$ cat src/rtl/wb_fifo_level.sv
// Wishbone-style synchronous FIFO with occupancy level, threshold flags and
// sticky overflow/underflow indicators. All DEPTH = 2**AW entries are usable.
module wb_fifo_level #(
  parameter int DW        = 8,
  parameter int AW        = 5,
  parameter int AFULL_TH  = 2**AW - 2,
  parameter int AEMPTY_TH = 2
) (
  input  logic          i_clk,
  input  logic          i_reset_n,
  input  logic          i_flush,
  input  logic          i_wb_push_cyc,
  input  logic          i_wb_push_stb,
  input  logic [DW-1:0] i_wb_push_data,
  output logic          o_wb_push_stall,
  output logic          o_wb_push_ack,
  input  logic          i_wb_pop_cyc,
  input  logic          i_wb_pop_stb,
  output logic [DW-1:0] o_wb_pop_data,
  output logic          o_wb_pop_stall,
  output logic          o_wb_pop_ack,
  output logic [AW:0]   o_level,
  output logic          o_full,
  output logic          o_empty,
  output logic          o_almost_full,
  output logic          o_almost_empty,
  output logic          o_overflow,
  output logic          o_underflow
);

  localparam int          DEPTH      = 2**AW;
  localparam logic [AW:0] DEPTH_LVL  = (AW+1)'(DEPTH);
  localparam logic [AW:0] AFULL_LVL  = (AW+1)'(AFULL_TH);
  localparam logic [AW:0] AEMPTY_LVL = (AW+1)'(AEMPTY_TH);

  logic [DW-1:0] mem [DEPTH];
  logic [AW-1:0] wp;
  logic [AW-1:0] rp;
  logic [AW:0]   cnt;

  logic push_req;
  logic pop_req;
  logic push_acc;
  logic pop_acc;

  assign push_req = i_wb_push_stb && i_wb_push_cyc;
  assign pop_req  = i_wb_pop_stb && i_wb_pop_cyc;

  // The counter, not the pointers, decides full/empty, so every slot is usable.
  assign o_level        = cnt;
  assign o_full         = (cnt == DEPTH_LVL);
  assign o_empty        = (cnt == '0);
  assign o_almost_full  = (cnt >= AFULL_LVL);
  assign o_almost_empty = (cnt <= AEMPTY_LVL);

  // A pop frees a slot in the same cycle, so a full FIFO can still take a push.
  assign pop_acc  = pop_req && !o_empty && !i_flush;
  assign push_acc = push_req && !i_flush && (!o_full || pop_acc);

  assign o_wb_push_stall = o_full && !pop_acc;
  assign o_wb_pop_stall  = o_empty;

  // NOTE: storage has no reset; it is only ever read behind a valid count, and
  // leaving it out of the reset network lets it map onto plain RAM.
  always_ff @(posedge i_clk) begin
    if (push_acc) mem[wp] <= i_wb_push_data;
  end

  // NOTE: all state here uses non-blocking assignments so every register
  // samples the pre-edge values of the others, matching flop behaviour.
  always_ff @(posedge i_clk or negedge i_reset_n) begin
    if (!i_reset_n) begin
      wp            <= '0;
      rp            <= '0;
      cnt           <= '0;
      o_wb_push_ack <= 1'b0;
      o_wb_pop_ack  <= 1'b0;
      o_wb_pop_data <= '0;
      o_overflow    <= 1'b0;
      o_underflow   <= 1'b0;
    end else begin
      o_wb_push_ack <= push_acc;
      o_wb_pop_ack  <= pop_acc;
      if (i_flush) begin
        wp          <= '0;
        rp          <= '0;
        cnt         <= '0;
        o_overflow  <= 1'b0;
        o_underflow <= 1'b0;
      end else begin
        if (push_acc) wp <= wp + 1'b1;
        if (pop_acc) begin
          rp            <= rp + 1'b1;
          o_wb_pop_data <= mem[rp];
        end
        if (push_acc && !pop_acc)      cnt <= cnt + 1'b1;
        else if (pop_acc && !push_acc) cnt <= cnt - 1'b1;
        if (push_req && !push_acc) o_overflow  <= 1'b1;
        if (pop_req && !pop_acc)   o_underflow <= 1'b1;
      end
    end
  end

endmodule

$ cat config.mk
export PLATFORM = sky130hd
export DESIGN_NAME = wb_fifo_level
export DESIGN_NICKNAME = d
export VERILOG_FILES = /design/src/rtl/wb_fifo_level.sv
export SDC_FILE = /design/constraint.sdc
export NUM_CORES = 1
export LEC_CHECK = 0
export CAP_MARGIN = 25
export CELL_PAD_IN_SITES_DETAIL_PLACEMENT = 0
export CELL_PAD_IN_SITES_GLOBAL_PLACEMENT = 1
export CORE_MARGIN = 4
export CORE_UTILIZATION = 50
export CTS_CLUSTER_DIAMETER = 100
export DETAILED_ROUTE_END_ITERATION = 10
export PLACE_DENSITY = 0.86
export SYNTH_ARGS = -nofsm -noshare
export SYNTH_HDL_FRONTEND = slang
export SYNTH_SLANG_ARGS = --single-unit
$ cat constraint.sdc
create_clock -name i_clk -period 8.22 [get_ports i_clk]
set_input_delay 1.644 -clock i_clk [delete_from_list [all_inputs] [get_ports i_clk]]
set_output_delay 1.644 -clock i_clk [all_outputs]
set_load 0.02 [all_outputs]
==> results of run 1 <==
[power by group through the flow]
stage | clock, uW | combinational, uW | sequential, uW
3_3_place_gp | 0 | 478 | 1700
2_1_floorplan | 0 | 294 | 1710
4_1_cts | 1250 | 505 | 1670
5_1_grt | 1320 | 539 | 1670
3_5_place_dp | 0 | 500 | 1700
6_report | 1240 | 503 | 1670
[synth_stat cells (4+ instances only)]
cell      instances  area [um^2]
clkbuf_1          7         26.3
nor2_1           51          191
edfxtp_1        256         7690
o41ai_2           8          130
buf_6             6         67.6
a21oi_1          19         95.1
dfrtp_1          28          701
mux2i_1         130         1300
a221oi_1          5         43.8
nand4_1           4         25.0
xor2_1            6         52.6
nor2b_1           4         25.0
nor3_1            7         35.0
o22ai_1           8         50.1
a22o_1           16          140
nand3b_1          4         30.0
buf_4             9         67.6
ha_1              9          113
a221oi_2         11          165
buf_2             5         25.0
a22oi_1          32          240
nand2_1          21         78.8
inv_1             7         26.3
clkbuf_8          6         82.6
[state kept, by name, indices dropped and copies added (netlist names)]
register / count
mem: 256
o_level: 6
o_overflow: 1
o_underflow: 1
o_wb_pop_ack: 1
o_wb_pop_data: 8
o_wb_push_ack: 1
rp: 5
wp: 5
[per-layer routing]
| metal | global-route usage (%) | wire length [um] |
|---|---|---|
| met1 | 23.9 | 9890 |
| met2 | 31.5 | 12100 |
| met3 | 2.66 | 1180 |
| met4 | 5.77 | 692 |
| met5 | 0 | 0 |
[through the flow]
stage / instances / hold WS, ns / setup WS, ns / area [um^2] / power (uW)
final: 1085 / 0.514 / 2.26 / 13300 / 3410
after global routing: 1085 / 0.543 / 2.12 / 13300 / 3530
after CTS: 1085 / 0.527 / 2.24 / 13300 / 3420
after detailed placement: 1035 / 0.495 / 2.27 / 12400 / 2200
after global placement: 1029 / 0.488 / 2.35 / 12300 / 2170
after floorplan: 704 / 0.554 / 3.92 / 11900 / 2010
[logic make-up after synthesis]
family / after synthesis / share of synthesized area, %
simple gates: 107 / 4.38
flops: 284 / 70.5
xor+xnor: 8 / 0.589
compound gates: 113 / 8.34
fa+ha+maj: 10 / 1.11
mux: 135 / 11.4
buf+inv: 47 / 3.70
[layout by cell type (no fill, tap or decap), types with 8 or more instances in the layout]
| master | count |
|---|---|
| nand2_1 | 21 |
| a22o_1 | 16 |
| o22ai_1 | 8 |
| a21oi_1 | 19 |
| dfrtp_1 | 27 |
| clkdlybuf4s50_1 | 38 |
| o41ai_2 | 8 |
| nor2_1 | 50 |
| edfxtp_1 | 256 |
| buf_4 | 8 |
| mux2i_1 | 130 |
| a221oi_2 | 11 |
| clkbuf_16 | 27 |
| a22oi_1 | 32 |
| ha_1 | 9 |
[layout make-up]
class	count	area (um^2)
Clock buffer	41	798
Clock inverter	9	106
Fill cell	1709	10100
Inverter	7	26.3
Multi-Input combinational cell	373	3080
Sequential cell	284	8390
Tap cell	319	399
Timing Repair Buffer	52	543
[worst max-delay path by stage]
stage | from | to | slack [ns] | cells past startpoint
after CTS | i_flush | o_wb_push_stall | 2.24 | 4
after global routing | i_flush | o_wb_push_stall | 2.12 | 4
after detailed placement | i_flush | o_wb_push_stall | 2.27 | 4
after floorplan | i_wb_pop_stb | o_wb_push_stall | 3.92 | 6
after global placement | i_flush | o_wb_push_stall | 2.35 | 4
final | i_flush | o_wb_push_stall | 2.26 | 4
[critical path, stage by stage]
cell             delay [ns]
clkdlybuf4s50_1        0.99
nand2b_1               0.82
and2_1                 0.24
clkdlybuf4s50_1        0.61
==> results.txt, run 1 <==
----------------------------------------------------
[Clocking]
  Cts repair resizes ... 0
  Clk slew on worst S/H paths ... 0.06 ns
  Number of CTS-inserted buffers ... 27
  Clock latency of the later-clocked register in the worst-skew pair ... 0.53 ns
  Clock tree from TritonCTS ... yes
  Maximum level of the CTS H-tree ... 1
  Buffer cell driving the clock tree root ... clkbuf_16
  Post-CTS Setup Bufs ... 0
  Bufs on Longest Clock Path ... 3
  Total of hold buffers inserted after clock tree synthesis ... 0
  Clock net sink count ... 284

[Die]
  Floorplan die width ... 162 um
  Initial standard-cell utilization of the core ... 50.7%
  Number of core rows ... 56
  Area of the die ... 26300 um^2
  Core Footprint ... 23500 um^2
  Chip height ... around 160 um
  I/O pins ... 39

[Critical path]
  Critical path start-end classification ... in -> out
  Worst Reg2Reg Path Length in Cells ... 6
  Type of element capturing the critical path ... output pin
  WP data required ... ~6.6 ns
  Critical Path Fanout Max ... 23
  Endpoint of the most critical register-to-register path ... o_wb_pop_data[5]
  Origin of the critical flop-to-flop path ... rp[1]
  Worst-case register-to-register setup slack ... 4.70 ns
  Worst setup SP type ... input pin
  Crit path DAT ... 4.31 ns

[Synthesis]
  Fraction of registers with async set/reset ... 9.86%
  EDFF count, synth ... 256
  #FFs+latches synth ... 284
  Number of distinct library cells after synthesis ... 54
  Most used flip-flop cell after synthesis ... edfxtp_1
  Post-synthesis area per instance ... about 17 um^2
  Number of nets in the synthesized netlist ... between 700 and 800
  Syn Std Cell Area ... 11900 um^2
  Synth warnings ... 0
  Gate Count Post-Synth ... ~700
  Portion of the post-synthesis area used by sequential elements ... 70.5%

[Finish]
  Util after Layout ... between 50 and 60%
  Antenna diodes ... 0
  Number of nets in the finished design ... 770
  Area added between synthesis and finish ... 12.1%
  Fraction of final layout cells sized beyond drive strength 1 ... 12.0%

[Pwr]
  Static Leakage ... 0.00420 uW
  Highest ir drop seen on vdd ... 0.199 mV
  Seq pwr share ... 48.9%
  Sw Ratio ... 24.7%
  Switching power total ... 840 uW
  Logic pwr share ... between 10% and 20%
  Power density relative to cell area ... 255 nW/um^2
  Cell internal power dissipation ... 2570 uW
  Clock group share of total power ... ~36%

[Global route]
  Residual overflow from global routing ... 0
  Antenna violations before repair ... 0
  Gr usage total ... 18.2%
  Largest net degree at the start of global routing ... 62
  Global-route wire length before repair ... 37100 um
  Via count of the first global-routing pass ... between 6000 and 7000

[STA]
  Number of failing hold endpoints at the final stage ... 0
  Maximum achievable frequency ... 168 MHz
  Final Max Tran Viols ... 0
  Count of endpoints failing setup in the final report ... 0
  Minimum period implied by the final worst setup slack ... ~6.0 ns
  Worst max-slew margin expressed relative to the limit ... slightly below 30%
  Clk_skew ... approximately 0.014 ns
  Fin Setup TNS ... 0 ns
  Unrepaired setup endpoints after global routing ... false
  Final worst path period share ... roughly 72%
  Transition at the pin with the smallest max-transition slack ... ~1.1 ns

[Route]
  Initial DRC Count ... 542
  Detailed-routing iteration count for the pre-antenna-repair pass ... 6
  Average wire per cell in the routed design ... 22.0 um
  Total routed wirelength ... 23900 um
  Post-route DRC ... 0
  Detail Route Antenna Nets ... 0
  Vias ... around 6300
  Post-detailed-route via-to-cell ratio ... 5.80

[Worst hold path]
  Hold worst-path end ... o_underflow
  Cell count of the worst hold path ... 2
  Worst min-delay path category ... reg -> reg
  Source of the worst hold timing path ... o_underflow

[Placed design]
  HPWL after DPL ... 15300 um
  Buffers on Ports ... 38
  Routability-driven placement congestion ratio ... 0.848

[Job]
  Number of max-capacitance violations reported ... 0

[Status]
  Result of the run ... finished clean

----------------------------------------------------
Note: power is estimated with default switching activity, not from simulation.
==> run 2, diff against run 1 <==
Settings changed: CORE_UTILIZATION 50 to 48.
Clock period 8.22 ns to 5.4 ns, I/O delays scaled along.
==> results.txt, run 2 (synthesis gave the netlist of run 1 again) <==
----------------------------------------------------
[Status]
  Result of the run ... finished clean

[Finish]
  Util after Layout ... 54.6% (-2.3 points)
  Number of nets in the finished design ... 774 (+0.52%)
  Cell Count, Final, Fillers Out ... 1096 (+1.0%)
  Number of fill cells ... 1906 (+12%)
  Antenna diodes ... 0 (unchanged)
  Sequential Area ... 8390 um^2 (unchanged)
  Max reg flops ... 256 (unchanged)
  Area of the multi-input gates ... 3080 um^2 (unchanged)
  Area added between synthesis and finish ... 11.8%
  Most frequent standard cell in the layout excluding fill and tap cells ... edfxtp_1
  Fraction of final layout cells sized beyond drive strength 1 ... 11.5% (-0.48 points)
  Top register by number of flip-flops ... mem
  Top library cells by usage in the layout, fill and taps aside ... edfxtp_1, mux2i_1, nor2_1
  Layout Cell Area excl Fill ... 13300 um^2 (-0.27%)

[Die]
  Core Footprint ... 24400 um^2 (+3.9%)
  Chip height ... 165 um (+2.0%)
  Floorplan die width ... 165 um (+2.0%)
  I/O pins ... 39 (unchanged)
  Area of the die ... 27400 um^2 (+4.0%)
  Number of core rows ... 57 (+1.8%)
  Initial standard-cell utilization of the core ... 48.8% (-1.9 points)

[Placed design]
  Buffers on Ports ... 38 (unchanged)
  HPWL after DPL ... 14900 um (-2.4%)
  Total cell area at the placement stage ... 12400 um^2 (-0.25%)
  Routability-driven placement congestion ratio ... 0.784 (-7.5%)
  Cell total after placement ... 1041 (+0.58%)

[Global route]
  Antenna violations before repair ... 0 (unchanged)
  Via count of the first global-routing pass ... 6508 (-1.9%)
  Global-route wire length before repair ... 37700 um (+1.4%)
  Residual overflow from global routing ... 0 (unchanged)
  Gr usage total ... 18.0% (-0.16 points)
  Largest net degree at the start of global routing ... 69 (+11%)

[Route]
  Post-route DRC ... 0 (unchanged)
  Post-detailed-route via-to-cell ratio ... 5.71 (-1.5%)
  Average wire per cell in the routed design ... 21.9 um (-0.67%)
  Detailed-routing iteration count for the pre-antenna-repair pass ... 5 (-1)
  Vias ... 6260 (-0.48%)
  Initial DRC Count ... 471 (-13%)
  Total routed wirelength ... 24000 um (+0.33%)
  Detail Route Antenna Nets ... 0 (unchanged)

[Clocking]
  Bufs on Longest Clock Path ... 3 (unchanged)
  Total of hold buffers inserted after clock tree synthesis ... 0 (unchanged)
  Number of CTS-inserted buffers ... 29 (+7.4%)
  Clock tree from TritonCTS ... yes
  Post-CTS Setup Bufs ... 0 (unchanged)
  Clock latency of the later-clocked register in the worst-skew pair ... 0.54 ns (about the same)
  Clock net sink count ... 284 (unchanged)
  Buffer cell driving the clock tree root ... clkbuf_16
  Cts repair resizes ... 0 (unchanged)
  Maximum level of the CTS H-tree ... 1 (unchanged)
  Clk slew on worst S/H paths ... 0.06 ns (about the same)

[Pwr]
  Static Leakage ... 0.00417 uW (-0.58%)
  Highest ir drop seen on vdd ... 0.220 mV (+10%)
  Power density relative to cell area ... 385 nW/um^2 (+51%)

[STA]
  Transition at the pin with the smallest max-transition slack ... 0.778 ns (-0.275 ns)
  Maximum achievable frequency ... around 240 MHz
  Clk_skew ... 0.00948 ns (-0.00444 ns)
  Unrepaired setup endpoints after global routing ... false
  Count of endpoints failing setup in the final report ... 0 (unchanged)
  Minimum period implied by the final worst setup slack ... between 4 and 5 ns
  Final worst path period share ... roughly 77%
  Final Max Tran Viols ... 0 (unchanged)
  Number of failing hold endpoints at the final stage ... 0 (unchanged)
  Worst max-slew margin expressed relative to the limit ... 48.0% (+18 points)
  Fin Setup TNS ... 0 ns (unchanged)

[Critical path]
  Critical Path Fanout Max ... 18 (-22%)
  Worst setup SP type ... input pin
  WP data required ... 4.32 ns (-2.26 ns)
  Crit path DAT ... 3.08 ns (-1.23 ns)
  Type of element capturing the critical path ... output pin
  Critical path start-end classification ... in -> out

[Job]
  Number of max-capacitance violations reported ... 0 (unchanged)

[Worst hold path]
  Worst min-delay path category ... reg -> reg

----------------------------------------------------
## run 2: worst paths after layout
check / start / end / slack (ns) / depth (start not counted)
max in group asynchronous: i_reset_n / rp[1] / 4.14 / 2
worst max register to register: o_level[3] / o_level[5] / 2.20 / 10
worst min register to register: o_overflow / o_overflow / 0.52 / 2
worst max-delay path: i_wb_pop_stb / o_wb_push_stall / 1.24 / 7
worst min-delay path: o_overflow / o_overflow / 0.52 / 2
min in group asynchronous: i_reset_n / o_underflow / 0.93 / 2
## run 2: per-stage QoR
| stage | hold WS, ns | total power (uW) | setup slack, ns |
|---|---|---|---|
| after floorplan | 0.554 | 3060 | 2.12 |
| after global placement | 0.495 | 3310 | 1.31 |
| after detailed placement | 0.495 | 3340 | 1.23 |
| after CTS | 0.513 | 5160 | 1.22 |
| after global routing | 0.549 | 5310 | 1.09 |
| final | 0.517 | 5130 | 1.24 |
## run 2: area by class of cell
type	count	area share (%)
Multi-Input combinational cell	373	23.2
Tap cell	324	3.05
Inverter	7	0.197
Sequential cell	284	63.0
Clock inverter	10	0.602
Clock buffer	44	5.95
Timing Repair Buffer	54	4.00
## run 2: report_power, final
part / switching [uW] / internal [uW]
sequential: 86.2 / 2450
combinational: 420 / 338
clock: 771 / 1060
total: 1280 / 3850
## run 2: routing by layer
| layer | track usage [%] | wire, um |
|---|---|---|
| met5 | 0 | 0 |
| met4 | 6.07 | 670 |
| met3 | 2.56 | 1460 |
| met2 | 29.5 | 11600 |
| met1 | 25.1 | 10200 |
## run 2: worst max-delay path, cell delays in order
cell	delay [ns]
clkdlybuf4s50_1	0.49
nand2_1	0.14
a31oi_4	0.34
nand2b_1	0.09
buf_4	0.22
and2_1	0.17
clkdlybuf4s50_1	0.54
